[src/rtl/ckpt_pkg.sv]
// Shared types and constants for the firmware checkpoint monitor.
package ckpt_pkg;

  typedef enum logic [1:0] {
    ST_IDLE = 2'd0,
    ST_RUN  = 2'd1,
    ST_PASS = 2'd2,
    ST_FAIL = 2'd3
  } state_t;

  localparam logic [1:0] FC_NONE       = 2'd0;
  localparam logic [1:0] FC_ORDER      = 2'd1;
  localparam logic [1:0] FC_TIMEOUT    = 2'd2;
  localparam logic [1:0] FC_ORPHAN_END = 2'd3;

  localparam logic [3:0] PH_START = 4'h0;
  localparam logic [3:0] PH_END   = 4'h1;

  // Layout of the low 16 bits of an accepted checkpoint value.
  typedef struct packed {
    logic [7:0] prefix;
    logic [3:0] id;
    logic [3:0] phase;
  } marker_t;

endpackage

[src/rtl/ckpt_debounce.sv]
// Debounces the checkpoint bus: a value must hold for STABLE samples before
// it is accepted, and each newly accepted value pulses acc_valid once.
module ckpt_debounce
  import ckpt_pkg::*;
#(
  parameter int unsigned W      = 16,
  parameter int unsigned STABLE = 4
) (
  input  logic         clock,
  input  logic         resetb,
  input  logic         enable,
  input  logic [W-1:0] checkbits,
  output logic [W-1:0] acc,
  output logic         acc_valid
);

  localparam int unsigned SW = $clog2(STABLE + 1);

  logic [W-1:0]  shadow;
  logic [SW-1:0] seen;
  logic [SW-1:0] seen_nxt;
  logic          take;

  // seen counts samples of the shadow value, including the reloading sample,
  // and saturates at STABLE so a held value cannot re-trigger.
  always_comb begin
    seen_nxt = seen;
    take     = 1'b0;
    if (checkbits != shadow) begin
      seen_nxt = SW'(1);
    end else if (seen != SW'(STABLE)) begin
      seen_nxt = seen + SW'(1);
    end
    if ((seen_nxt == SW'(STABLE)) &&
        !((checkbits == shadow) && (seen == SW'(STABLE))) &&
        (checkbits != acc)) begin
      take = 1'b1;
    end
  end

  always_ff @(posedge clock or negedge resetb) begin
    if (!resetb) begin
      shadow    <= '0;
      seen      <= '0;
      acc       <= '0;
      acc_valid <= 1'b0;
    end else if (enable) begin
      shadow    <= checkbits;
      seen      <= seen_nxt;
      acc_valid <= take;
      if (take) begin
        acc <= checkbits;
      end
    end
  end

endmodule

[src/rtl/mprj_checkpoint_monitor.sv]
// Tracks an ordered sequence of firmware tests on the checkpoint bus,
// measuring each test's run length and flagging order faults and timeouts.
module mprj_checkpoint_monitor
  import ckpt_pkg::*;
#(
  parameter int unsigned W        = 16,
  parameter logic [7:0]  PREFIX   = 8'hAB,
  parameter int unsigned FIRST_ID = 1,
  parameter int unsigned N_TESTS  = 2,
  parameter int unsigned STABLE   = 4,
  parameter int unsigned TIMEOUT  = 100000,
  parameter int unsigned CNT_W    = 20
) (
  input  logic             clock,
  input  logic             resetb,
  input  logic             enable,
  input  logic [W-1:0]     checkbits,
  output logic [3:0]       cur_id,
  output logic             active,
  output logic             done_pulse,
  output logic [CNT_W-1:0] last_cycles,
  output logic             all_pass,
  output logic             fail,
  output logic [1:0]       fail_code
);

  localparam logic [3:0]       LAST_ID = 4'(FIRST_ID + N_TESTS - 1);
  localparam logic [CNT_W-1:0] TMO     = CNT_W'(TIMEOUT);

  logic [W-1:0] acc;
  logic         acc_valid;

  ckpt_debounce #(
    .W      (W),
    .STABLE (STABLE)
  ) u_debounce (
    .clock     (clock),
    .resetb    (resetb),
    .enable    (enable),
    .checkbits (checkbits),
    .acc       (acc),
    .acc_valid (acc_valid)
  );

  marker_t mk;
  logic    is_mkr;
  logic    is_start;
  logic    is_end;
  logic    id_ok;

  assign mk       = marker_t'(acc[15:0]);
  assign is_mkr   = acc_valid && (mk.prefix == PREFIX);
  assign is_start = is_mkr && (mk.phase == PH_START);
  assign is_end   = is_mkr && (mk.phase == PH_END);
  assign id_ok    = (mk.id == cur_id);

  state_t           state;
  state_t           state_nxt;
  logic [CNT_W-1:0] cnt;
  logic [CNT_W-1:0] cnt_nxt;
  logic [CNT_W-1:0] cnt_inc;
  logic [3:0]       cur_id_nxt;
  logic [CNT_W-1:0] last_nxt;
  logic             done_nxt;
  logic             all_pass_nxt;
  logic             fail_nxt;
  logic [1:0]       fc_nxt;
  logic             active_nxt;

  // cnt_inc is the run length including the current cycle, saturated at TIMEOUT.
  assign cnt_inc = (cnt >= TMO) ? TMO : cnt + CNT_W'(1);

  always_comb begin
    state_nxt    = state;
    cnt_nxt      = cnt;
    cur_id_nxt   = cur_id;
    last_nxt     = last_cycles;
    done_nxt     = 1'b0;
    all_pass_nxt = all_pass;
    fail_nxt     = fail;
    fc_nxt       = fail_code;
    if (enable) begin
      case (state)
        ST_IDLE: begin
          if (is_start && id_ok) begin
            state_nxt = ST_RUN;
            cnt_nxt   = '0;
          end else if (is_start) begin
            state_nxt = ST_FAIL;
            fail_nxt  = 1'b1;
            fc_nxt    = FC_ORDER;
          end else if (is_end) begin
            state_nxt = ST_FAIL;
            fail_nxt  = 1'b1;
            fc_nxt    = FC_ORPHAN_END;
          end
        end
        ST_RUN: begin
          cnt_nxt = cnt_inc;
          // A valid end marker takes priority over a coincident timeout.
          if (is_end && id_ok) begin
            last_nxt = cnt_inc;
            done_nxt = 1'b1;
            if (cur_id == LAST_ID) begin
              state_nxt    = ST_PASS;
              all_pass_nxt = 1'b1;
            end else begin
              state_nxt  = ST_IDLE;
              cur_id_nxt = cur_id + 4'd1;
            end
          end else if (is_start || is_end) begin
            state_nxt = ST_FAIL;
            fail_nxt  = 1'b1;
            fc_nxt    = FC_ORDER;
          end else if (cnt_inc >= TMO) begin
            state_nxt = ST_FAIL;
            fail_nxt  = 1'b1;
            fc_nxt    = FC_TIMEOUT;
          end
        end
        default: begin
        end
      endcase
    end
    active_nxt = (state_nxt == ST_RUN);
  end

  always_ff @(posedge clock or negedge resetb) begin
    if (!resetb) begin
      state       <= ST_IDLE;
      cnt         <= '0;
      cur_id      <= 4'(FIRST_ID);
      active      <= 1'b0;
      done_pulse  <= 1'b0;
      last_cycles <= '0;
      all_pass    <= 1'b0;
      fail        <= 1'b0;
      fail_code   <= FC_NONE;
    end else begin
      state       <= state_nxt;
      cnt         <= cnt_nxt;
      cur_id      <= cur_id_nxt;
      active      <= active_nxt;
      done_pulse  <= done_nxt;
      last_cycles <= last_nxt;
      all_pass    <= all_pass_nxt;
      fail        <= fail_nxt;
      fail_code   <= fc_nxt;
    end
  end

endmodule
[config.mk]
export PLATFORM = sky130hd
export DESIGN_NAME = mprj_checkpoint_monitor
export DESIGN_NICKNAME = d
export VERILOG_FILES = /design/src/rtl/ckpt_pkg.sv /design/src/rtl/ckpt_debounce.sv /design/src/rtl/mprj_checkpoint_monitor.sv
export SDC_FILE = /design/constraint.sdc
export NUM_CORES = 1
export LEC_CHECK = 0
export BUFFER_PORTS_ARGS = -buffer_cell sky130_fd_sc_hd__clkbuf_2
export CORE_UTILIZATION = 50
export DETAILED_ROUTE_END_ITERATION = 8
export PLACE_DENSITY = 0.69
export SLEW_MARGIN = 20
export SYNTH_ARGS = -nofsm -noshare
export SYNTH_HDL_FRONTEND = slang
export SYNTH_HIERARCHICAL = 1
export SYNTH_SLANG_ARGS = --single-unit
[constraint.sdc]
create_clock -name clock -period 3.3 [get_ports clock]
set_input_delay 0.165 -clock clock [delete_from_list [all_inputs] [get_ports clock]]
set_output_delay 0.165 -clock clock [all_outputs]
set_load 0.005 [all_outputs]
==> results of run 1 <==
registers in the layout, summed over array words and instances (netlist names), 2 cells and up:
name               cells
u_debounce/shadow     16
u_debounce/seen        3
state                  2
cnt                   20
fail_code              2
u_debounce/acc        16
last_cycles           20
cur_id                 4
per-stage QoR:
| step | setup slack [ps] | power (µW) | utilization [%] |
|---|---|---|---|
| 3_3_place_gp | 682.5 | 1246 | 54.98 |
| 2_1_floorplan | 1108 | 1192 | - |
| 3_5_place_dp | 521.6 | 1250 | 54.98 |
| 4_1_cts | 502.3 | 2008 | 57.09 |
| 6_report | 506.0 | 1987 | 57.24 |
| 5_1_grt | 315.1 | 2059 | 57.24 |
metal layers:
layer,global-route usage [%],vias up,share of wire (%)
li1,-,1679,-
met1,34.90,1723,51
met2,32.79,85,43
met3,3.584,11,4.1
met4,7.692,0,1.1
met5,0,-,0
worst max path at each step:
| stage | endpoint | cells after the start | start | slack [ps] |
|---|---|---|---|---|
| final | last_cycles[5] | 7 | cur_id[1] | 510 |
| after floorplan | fail_code[0] | 8 | cnt[1] | 1110 |
| after global placement | last_cycles[5] | 7 | cur_id[0] | 680 |
| after detailed placement | last_cycles[5] | 7 | cur_id[1] | 520 |
| after CTS | last_cycles[5] | 7 | cur_id[1] | 500 |
| after global routing | last_cycles[5] | 7 | cur_id[1] | 320 |
Yosys cell counts (4+ instances only):
cell type / instances / area, µm²
a21oi_1: 20 / 100.1
a22o_1: 4 / 35.03
a31oi_1: 8 / 50.05
and2_1: 10 / 62.56
and3_1: 5 / 31.28
buf_2: 6 / 30.03
buf_6: 4 / 45.04
clkbuf_1: 13 / 48.80
dfrtp_1: 87 / 2177
ha_1: 6 / 75.07
inv_1: 18 / 67.56
mux2_2: 24 / 270.3
mux2_4: 9 / 135.1
mux2i_1: 4 / 40.04
nand2_1: 31 / 116.4
nand3_1: 11 / 55.05
nand4_1: 9 / 56.30
nor2_1: 30 / 112.6
nor4_1: 7 / 43.79
o21ai_0: 32 / 160.2
o21ai_1: 10 / 50.05
or3_1: 4 / 25.02
xnor2_1: 27 / 236.5
xor2_1: 24 / 210.2
cell families after synthesis:
logic type / after synthesis / synth area share (%)
buffers and inverters: 44 / 4.373
AOI/OAI and AO/OA: 93 / 11.97
adders and majority gates: 7 / 1.781
muxes: 38 / 9.558
DFF: 88 / 46.11
and+or+nand+nor: 136 / 16.52
xor gates and xnor gates: 52 / 9.689
area by class of cell:
| type | instances | area share, % |
|---|---|---|
| Tap cell | 129 | 3.052 |
| Sequential cell | 88 | 41.66 |
| Multi-Input combinational cell | 326 | 44.74 |
| Clock inverter | 6 | 1.278 |
| Inverter | 19 | 1.443 |
| Clock buffer | 10 | 2.413 |
| Timing Repair Buffer | 53 | 5.418 |
report_power, final:
part           switching, µW  total (µW)  leakage, µW  internal (µW)
logic                   64.4         118      0.00120           53.2
clock network            405         759    0.0000933            355
registers               13.2        1110      0.00116           1100
==> impl_metrics.py, run 1 <==
metrics = {
    "clock_tree": {
        "insertion_delay_ps": 360,
        "post_cts_resized": 0,
        "cts_root_buffer": "clkbuf_8",
        "tritoncts": "built",
        "clk_pin_slew_ps": 90,
        "clockBufferDepth": 2,
        "ctsHoldBuffers": 0,
        "clock_sinks": 88,
        "cts_made_buffers": 9,
        "ctsHtreeMaxLevel": 3,
        "cts_setup_buffers": 0,
    },
    "pwr": {
        "pwr_density_cell_mw_per_mm2": 375.7,
        "ir_worst_vdd_mv": 0.2245,
        "p_leak_uw": 0.002455,
    },
    "worst_setup_path": {
        "cp_slowest_cell": "nor4_2",
        "start_kind": "flip-flop",
        "worstPathRequired_ps": 3540,
        "critical_path.cell_chain": "xor2_1 > nor4_2 > nand3_1 > or2_1 > clkinv_4 > nand2b_1 > o22a_1",
        "worst_path_largest_cell_delay_ps": 610,
        "timing.critical_path.buf_inv": 1,
        "rrSetupSlack_ps": 510,
        "r2r-start": "cur_id[1]",
        "cp-end-kind": "flip-flop",
        "reg2reg_depth": 7,
        "crit_fanout": 17,
        "critPathKind": "flip-flop to flip-flop",
        "path_delay_family": "simple AND/OR/NAND/NOR gates",
        "crit_arrival_ps": 3040,
        "timing.rr.end": "last_cycles[5]",
    },
    "global_routing": {
        "grt_pass1_wl_um": 17660,
        "antenna_found_initial": 0,
        "grt_pass1_vias": 3531,
        "grt_usage_pct": 22.80,
        "grt-ovfl-total": 0,
        "grt_max_degree": 89,
    },
    "sta": {
        "report.final.setup_viol": 0,
        "skew_ps": 9.848,
        "finalSetupTns_ps": 0,
        "max_slew_margin_pct": 47.05,
        "worstMarginPinSlew_ps": 794.3,
        "maxSlewViolCount": 0,
        "min_period_over_period_pct": 84.67,
        "min_period_ps": 2794,
        "rsz0062_at_grt": "false",
        "whs_ps": 113.1,
        "fmax_mhz": 357.9,
        "hold_violations": 0,
    },
    "synthesis": {
        "syn_avg_cell_area_um2": 10.43,
        "syn_inst": 458,
        "synth_edf_count": 0,
        "ys_warn_count": 6,
        "ys_ff_latch": 88,
        "synth.distinct_cells": 68,
        "synthArstFlopShare_pct": 100.0,
        "ys_seq_area_share_pct": 46.11,
        "syn_area_mm2": 0.004778,
        "synthFlopType": "dfrtp_1",
        "syn_nets": 483,
    },
    "flow_run": {
        "maxCapViolCount": 0,
    },
    "drt": {
        "detail_route.vias_per_cell": 5.544,
        "drt_first_pass_iters": 5,
        "num_vias": 3498,
        "wl_per_cell_um": 16.43,
        "drtIter0Drc": 220,
        "drc": 0,
        "wl_um": 10370,
        "ant_nets": 0,
    },
    "floorplanning": {
        "dieHeight_um": 99.76,
        "fp.dieArea_mm2": 0.009952,
        "fp-row-count": 35,
        "die_w_um": 99.76,
        "coreArea_mm2": 0.009240,
        "pin_count": 49,
        "initial_core_util_pct": 51.71,
    },
    "finish": {
        "final_cell_mix": "dfrtp_1, clkbuf_2, o21ai_0",
        "area_growth_pct": 10.68,
        "layout_commonest_cell": "dfrtp_1",
        "diodes": 0,
        "regArea_mm2": 0.002203,
        "drive_above_1_share_pct": 23.31,
        "postLayoutCellArea_mm2": 0.005289,
        "nFillCells": 826,
        "multiInputGateArea_mm2": 0.002366,
        "nNetsFinal": 522,
        "final_cells": 631,
    },
    "placement": {
        "placed_cells": 614,
        "dp_hpwl_um": 7370,
        "place_area_mm2": 0.005080,
        "io_buffers": 48,
        "gp_congestion": 0.9513,
    },
    "outcome": {
        "outcome": "finished, final reports clean",
    },
    "hold_path": {
        "min-delay-start": "checkbits[8]",
        "worstHoldPathType": "input pin to flip-flop",
        "whs_endpoint": "u_debounce/acc[8]",
        "hold_depth": 2,
    },
}
Power figures use the tool's default switching activity.
==> run 2, diff against run 1 <==
clock period = 2.7 ns   (was 3.3 ns; I/O delays follow)
==> impl_metrics.py, run 2 (synthesized netlist as in run 1, its figures left out) <==
metrics = {
    "finish": {
        "post-route-util_pct": 57.63,
        "multiInputGateArea_mm2": 0.002366,
        "postLayoutCellArea_mm2": 0.005325,
        "area_growth_pct": 11.44,
        "reg_top3": "cnt x20, last_cycles x20",
        "nFillCells": 778,
        "layout_commonest_cell": "dfrtp_1",
        "regArea_mm2": 0.002203,
        "nNetsFinal": 528,
        "final_cell_mix": "dfrtp_1, clkbuf_2, o21ai_0",
        "drive_above_1_share_pct": 24.06,
        "diodes": 0,
    },
    "worst_setup_path": {
        "crit_arrival_ps": 2680,
        "cp-end-kind": "flip-flop",
        "worstPathRequired_ps": 2920,
        "reg2reg_depth": 7,
        "critPathKind": "flip-flop to flip-flop",
        "start_kind": "flip-flop",
        "startpoint": "cnt[0]",
        "timing.rr.end": "fail_code[0]",
        "crit_fanout": 10,
        "rrSetupSlack_ps": 240,
        "endpoint": "fail_code[0]",
        "r2r-start": "cnt[0]",
    },
    "pwr": {
        "total_power_uw": 2387,
        "p_leak_uw": 0.002480,
        "pwr_density_cell_mw_per_mm2": 448.3,
        "ir_worst_vdd_mv": 0.2008,
    },
    "global_routing": {
        "grt_max_degree": 89,
        "grt-ovfl-total": 0,
        "grt_use_met1_pct": 35.55,
        "busiest_layer": "met1",
        "grt_pass1_vias": 3359,
        "grt_usage_pct": 22.45,
        "use_met3_pct": 2.881,
        "grt_pass1_wl_um": 17530,
        "antenna_found_initial": 0,
        "gr-usage-met2_pct": 32.25,
    },
    "clock_tree": {
        "cts_setup_buffers": 0,
        "post_cts_resized": 0,
        "insertion_delay_ps": 350,
        "ctsHtreeMaxLevel": 3,
        "cts_made_buffers": 9,
        "clock_sinks": 88,
        "clk_pin_slew_ps": 90,
        "clockBufferDepth": 2,
        "cts_root_buffer": "clkbuf_8",
        "tritoncts": "built",
    },
    "sta": {
        "rsz0062_at_grt": "false",
        "min_period_ps": 2463,
        "worst_slack_ps": 236.8,
        "maxSlewViolCount": 0,
        "finalSetupTns_ps": 0,
        "worstMarginPinSlew_ps": 800.4,
        "report.final.setup_viol": 0,
        "max_slew_margin_pct": 46.64,
        "min_period_over_period_pct": 91.23,
        "hold_violations": 0,
        "skew_ps": 16.29,
        "fmax_mhz": 406.0,
    },
    "floorplanning": {
        "die_w_um": 99.76,
        "fp-row-count": 35,
        "dieHeight_um": 99.76,
        "coreArea_mm2": 0.009240,
        "pin_count": 49,
        "fp.dieArea_mm2": 0.009952,
        "initial_core_util_pct": 51.71,
    },
    "drt": {
        "drt_first_pass_iters": 5,
        "drc": 0,
        "wl_um": 10380,
        "num_vias": 3529,
        "ant_nets": 0,
        "wl_per_cell_um": 16.32,
        "detail_route.vias_per_cell": 5.549,
        "drtIter0Drc": 263,
    },
    "placement": {
        "io_buffers": 48,
        "place_area_mm2": 0.005125,
        "dp_hpwl_um": 7501,
        "dp_slack_ps": 298.5,
        "gp_congestion": 0.9511,
    },
    "flow_run": {
        "maxCapViolCount": 0,
    },
    "outcome": {
        "outcome": "finished, final reports clean",
    },
    "hold_path": {
        "worstHoldPathType": "input pin to flip-flop",
    },
}
## run 2: changes by cell type in the layout (fill, tap and decap cells not counted)
| cell | before | now |
|---|---|---|
| inv_6 | 2 | 0 |
| clkinv_4 | 1 | 2 |
| buf_4 | 4 | 10 |
## run 2: layout make-up
cell class                      instances  area share, %
Multi-Input combinational cell        326          44.43
Sequential cell                        88          41.38
Timing Repair Buffer                   59          6.227
Tap cell                              129          3.031
Clock buffer                           10          2.397
Inverter                               19          1.433
Clock inverter                          5          1.104
## run 2: worst min-delay path by stage
stage | from | endpoint | slack (ps) | cells past startpoint
6_report | checkbits[11] | u_debounce/acc[11] | 100 | 2
5_1_grt | checkbits[11] | u_debounce/acc[11] | 90 | 2
4_1_cts | resetb | u_debounce/acc[13] | 40 | 1
3_5_place_dp | resetb | u_debounce/shadow[12] | 420 | 1
3_3_place_gp | resetb | u_debounce/shadow[13] | 410 | 1
2_1_floorplan | resetb | active | -160 | 0
## run 2: where the power goes
| part | total, µW | internal, µW | leakage, µW | switching [µW] |
|---|---|---|---|---|
| clock | 886 | 424 | 0.0000883 | 463 |
| combinational | 144 | 65.0 | 0.00123 | 78.5 |
| sequential | 1360 | 1340 | 0.00116 | 16.8 |
| total | 2390 | 1830 | 0.00248 | 558 |
## run 2: per-stage QoR
step / instances / hold WS (ps)
after global routing: 636 / 85.99
after global placement: 620 / 410.7
after floorplan: 458 / -160.6
final: 636 / 97.32
after CTS: 635 / 38.36
after detailed placement: 620 / 416.5
## run 2: worst max-delay path: stages (launching register included)
cell and delay (ps):
dfrtp_1 510, ha_1 340, nand3_1 200, nor4_2 480
nor2_1 70, a31oi_1 270, a2111oi_4 100, o32a_1 370
## run 2: timing repair
action	4_1_cts	5_1_grt
hold buffers	0	1
hold endpoints to repair	0	87
endpoints found under the setup margin	0	0
## run 2: routing by layer
layer | up-vias | share of wire, %
met2 | 104 | 44
li1 | 1698 | -
met1 | 1715 | 51
met5 | - | 0
met4 | 0 | 0.92
met3 | 12 | 4.2
==> run 3, diff against run 2 <==
ABC_AREA = 1   (was not set)
SETUP_SLACK_MARGIN = 0.1   (was not set)
SKIP_LAST_GASP = 1   (was not set)
==> impl_metrics.py, run 3 <==
metrics = {
    "sta": {
        "fmax_mhz": 480.5,
        "skew_ps": 18.69,
        "whs_ps": 32.45,
        "min_period_over_period_pct": 77.08,
        "hold_violations": 0,
        "min_period_ps": 2081,
        "finalSetupTns_ps": 0,
        "max_slew_margin_pct": 61.92,
        "worstMarginPinSlew_ps": 569.8,
        "rsz0062_at_grt": "false",
        "worst_slack_ps": 618.7,
        "report.final.setup_viol": 0,
        "maxSlewViolCount": 0,
    },
    "global_routing": {
        "grt_pass1_vias": 3999,
        "grt-ovfl-total": 0,
        "antenna_found_initial": 0,
        "grt_pass1_wl_um": 18130,
        "grt_usage_pct": 22.52,
        "grt_max_degree": 52,
    },
    "synthesis": {
        "ys_warn_count": 6,
        "yosys.area.top_type": "dfrtp_1",
        "synthArstFlopShare_pct": 100.0,
        "post-synth-top-count-cell": "nand2_1",
        "yosys.area.top_type_share_pct": 44.20,
        "ys_top_cells_by_count": "nand2_1, dfrtp_1, inv_1, nor2_1, o21ai_0",
        "yosys.area_share.simple_pct": 33.96,
        "ys_seq_area_share_pct": 44.73,
        "synth_edf_count": 0,
        "synth.distinct_cells": 36,
        "synth_top_family_by_area": "simple AND/OR/NAND/NOR gates",
        "syn_avg_cell_area_um2": 7.464,
        "syn_nets": 685,
        "synthXorXnorAreaFrac_pct": 2.489,
        "syn_area_mm2": 0.004926,
        "post_synth_fa_ha_maj_area_fraction_pct": 1.524,
        "synth_area_leaders": "dfrtp_1, nand2_1, inv_1, nor2_1, o21ai_0",
        "synthFlopType": "dfrtp_1",
        "syn_inst": 660,
        "synth.area.mux_share_pct": 0,
        "synth_compound_area_share_pct": 8.204,
        "ys_ff_latch": 88,
    },
    "worst_setup_path": {
        "start_kind": "flip-flop",
        "cp-end-kind": "flip-flop",
        "critPathKind": "flip-flop to flip-flop",
        "crit_fanout": 6,
        "worstPathRequired_ps": 2960,
        "crit_arrival_ps": 2340,
    },
    "drt": {
        "num_vias": 4300,
        "drtIter0Drc": 231,
        "wl_per_cell_um": 12.57,
        "wl_um": 10610,
        "detail_route.vias_per_cell": 5.095,
        "drt_first_pass_iters": 5,
        "ant_nets": 0,
        "drc": 0,
    },
    "clock_tree": {
        "clockBufferDepth": 2,
        "cts_made_buffers": 9,
        "clk_pin_slew_ps": 100,
        "tritoncts": "built",
        "cts_root_buffer": "clkbuf_8",
        "ctsHtreeMaxLevel": 3,
        "insertion_delay_ps": 370,
        "clock_sinks": 88,
        "cts_setup_buffers": 0,
    },
    "finish": {
        "reg_top3": "cnt x20, last_cycles x20",
        "layout_commonest_cell": "nand2_1",
        "final_cell_mix": "nand2_1, dfrtp_1, inv_1",
        "nFillCells": 894,
        "drive_above_1_share_pct": 16.92,
        "multiInputGateArea_mm2": 0.002275,
        "diodes": 0,
        "regArea_mm2": 0.002203,
        "area_growth_pct": 11.23,
        "nNetsFinal": 735,
    },
    "placement": {
        "dp_slack_ps": 669.7,
        "dp_hpwl_um": 7671,
        "io_buffers": 48,
        "gp_congestion": 0.9837,
    },
    "hold_path": {
        "worstHoldPathType": "input pin to flip-flop",
    },
    "floorplanning": {
        "pin_count": 49,
        "fp-row-count": 35,
        "initial_core_util_pct": 52.56,
        "fp.dieArea_mm2": 0.01025,
        "coreArea_mm2": 0.009371,
        "dieHeight_um": 101.3,
        "die_w_um": 101.3,
    },
    "pwr": {
        "seq_power_share_pct": 49.9,
        "total_power_uw": 3275,
        "combPwrFrac_pct": 24.9,
        "p_int_uw": 2093,
        "pwr_density_cell_mw_per_mm2": 597.7,
        "swShare_pct": 36.10,
        "clkPwrFrac_pct": 25.2,
        "ir_worst_vdd_mv": 0.2736,
        "p_switching_uw": 1182,
        "p_leak_uw": 0.002830,
    },
    "flow_run": {
        "maxCapViolCount": 0,
    },
    "outcome": {
        "outcome": "finished, final reports clean",
    },
}
run 3: cell types whose count changed after synthesis, sizes merged, moves of 12 or more:
cell / delta
mux2: -34
nor2: +33
xnor2: -28
o22ai: +15
nand4: +13
a21oi: -12
nand2: +206
nand3: +19
inv: +80
run 3: through the flow:
stage	instances	instance area [µm²]	utilization, %
3_5_place_dp	827	5300	56.56
2_1_floorplan	660	4926	-
6_report	844	5479	58.46
3_3_place_gp	827	5300	56.56
4_1_cts	844	5479	58.46
5_1_grt	844	5479	58.46
run 3: cells by family (layout without fill, tap and decap cells):
group                    Yosys count  after routing
flip-flops                        88             88
buffers and inverters            113            168
AND/OR/NAND/NOR                  367            367
adder cells (fa/ha/maj)            6              6
AO/OA/AOI/OAI                     72             72
XOR/XNOR                          14             14
run 3: timing repair:
action,CTS,global route
endpoints found under the hold margin,37,0
hold buffers,1,0
endpoints found under the setup margin,0,0
resized for setup,0,0
run 3: path summary, 6_finish.rpt:
path / from / endpoint / slack (ps) / depth (start not counted)
worst max-delay path: cnt[0] / fail_code[1] / 620 / 14
worst min-delay path: checkbits[2] / u_debounce/shadow[2] / 30 / 3
worst max register to register: cnt[0] / fail_code[1] / 620 / 14
worst min register to register: fail / fail / 470 / 2
max in group asynchronous: resetb / cur_id[0] / 1740 / 3
min in group asynchronous: resetb / last_cycles[7] / 280 / 2
run 3: cell type report:
cell class	count	area share, %
clock buffers	9	2.261
multi-input cells	459	41.52
repair buffers	54	5.526
well taps	129	2.946
flip-flops and latches	88	40.21
clock inverters	7	0.8221
inverters	98	6.714
run 3: power groups by stage:
| stage | Clock, µW | Sequential (µW) | Combinational [µW] |
|---|---|---|---|
| finish | 826 | 1630 | 815 |
| global route | 915 | 1650 | 937 |
| CTS | 858 | 1630 | 815 |
| detailed placement | 0 | 1650 | 807 |
| global placement | 0 | 1650 | 796 |
| floorplan | 0 | 1620 | 591 |
run 3: critical path, stage by stage (launching register included):
cell	delay, ps
dfrtp_1	460
ha_1	260
nand2_2	100
nor2_4	190
nand3_4	110
o21ai_1	170
nand2_1	70
a21oi_1	150
nor2_1	60
nand2_1	100
nand2_2	70
nand3_2	80
nand2_2	60
nand2_1	70
nand2_1	40
run 3: layer usage:
metal	wire, µm	track usage, %	share of wire, %
met2	4887	36.68	46
met5	0	0	0
met3	562	4.624	5.3
met4	197	6.466	1.9
met1	4958	30.51	47
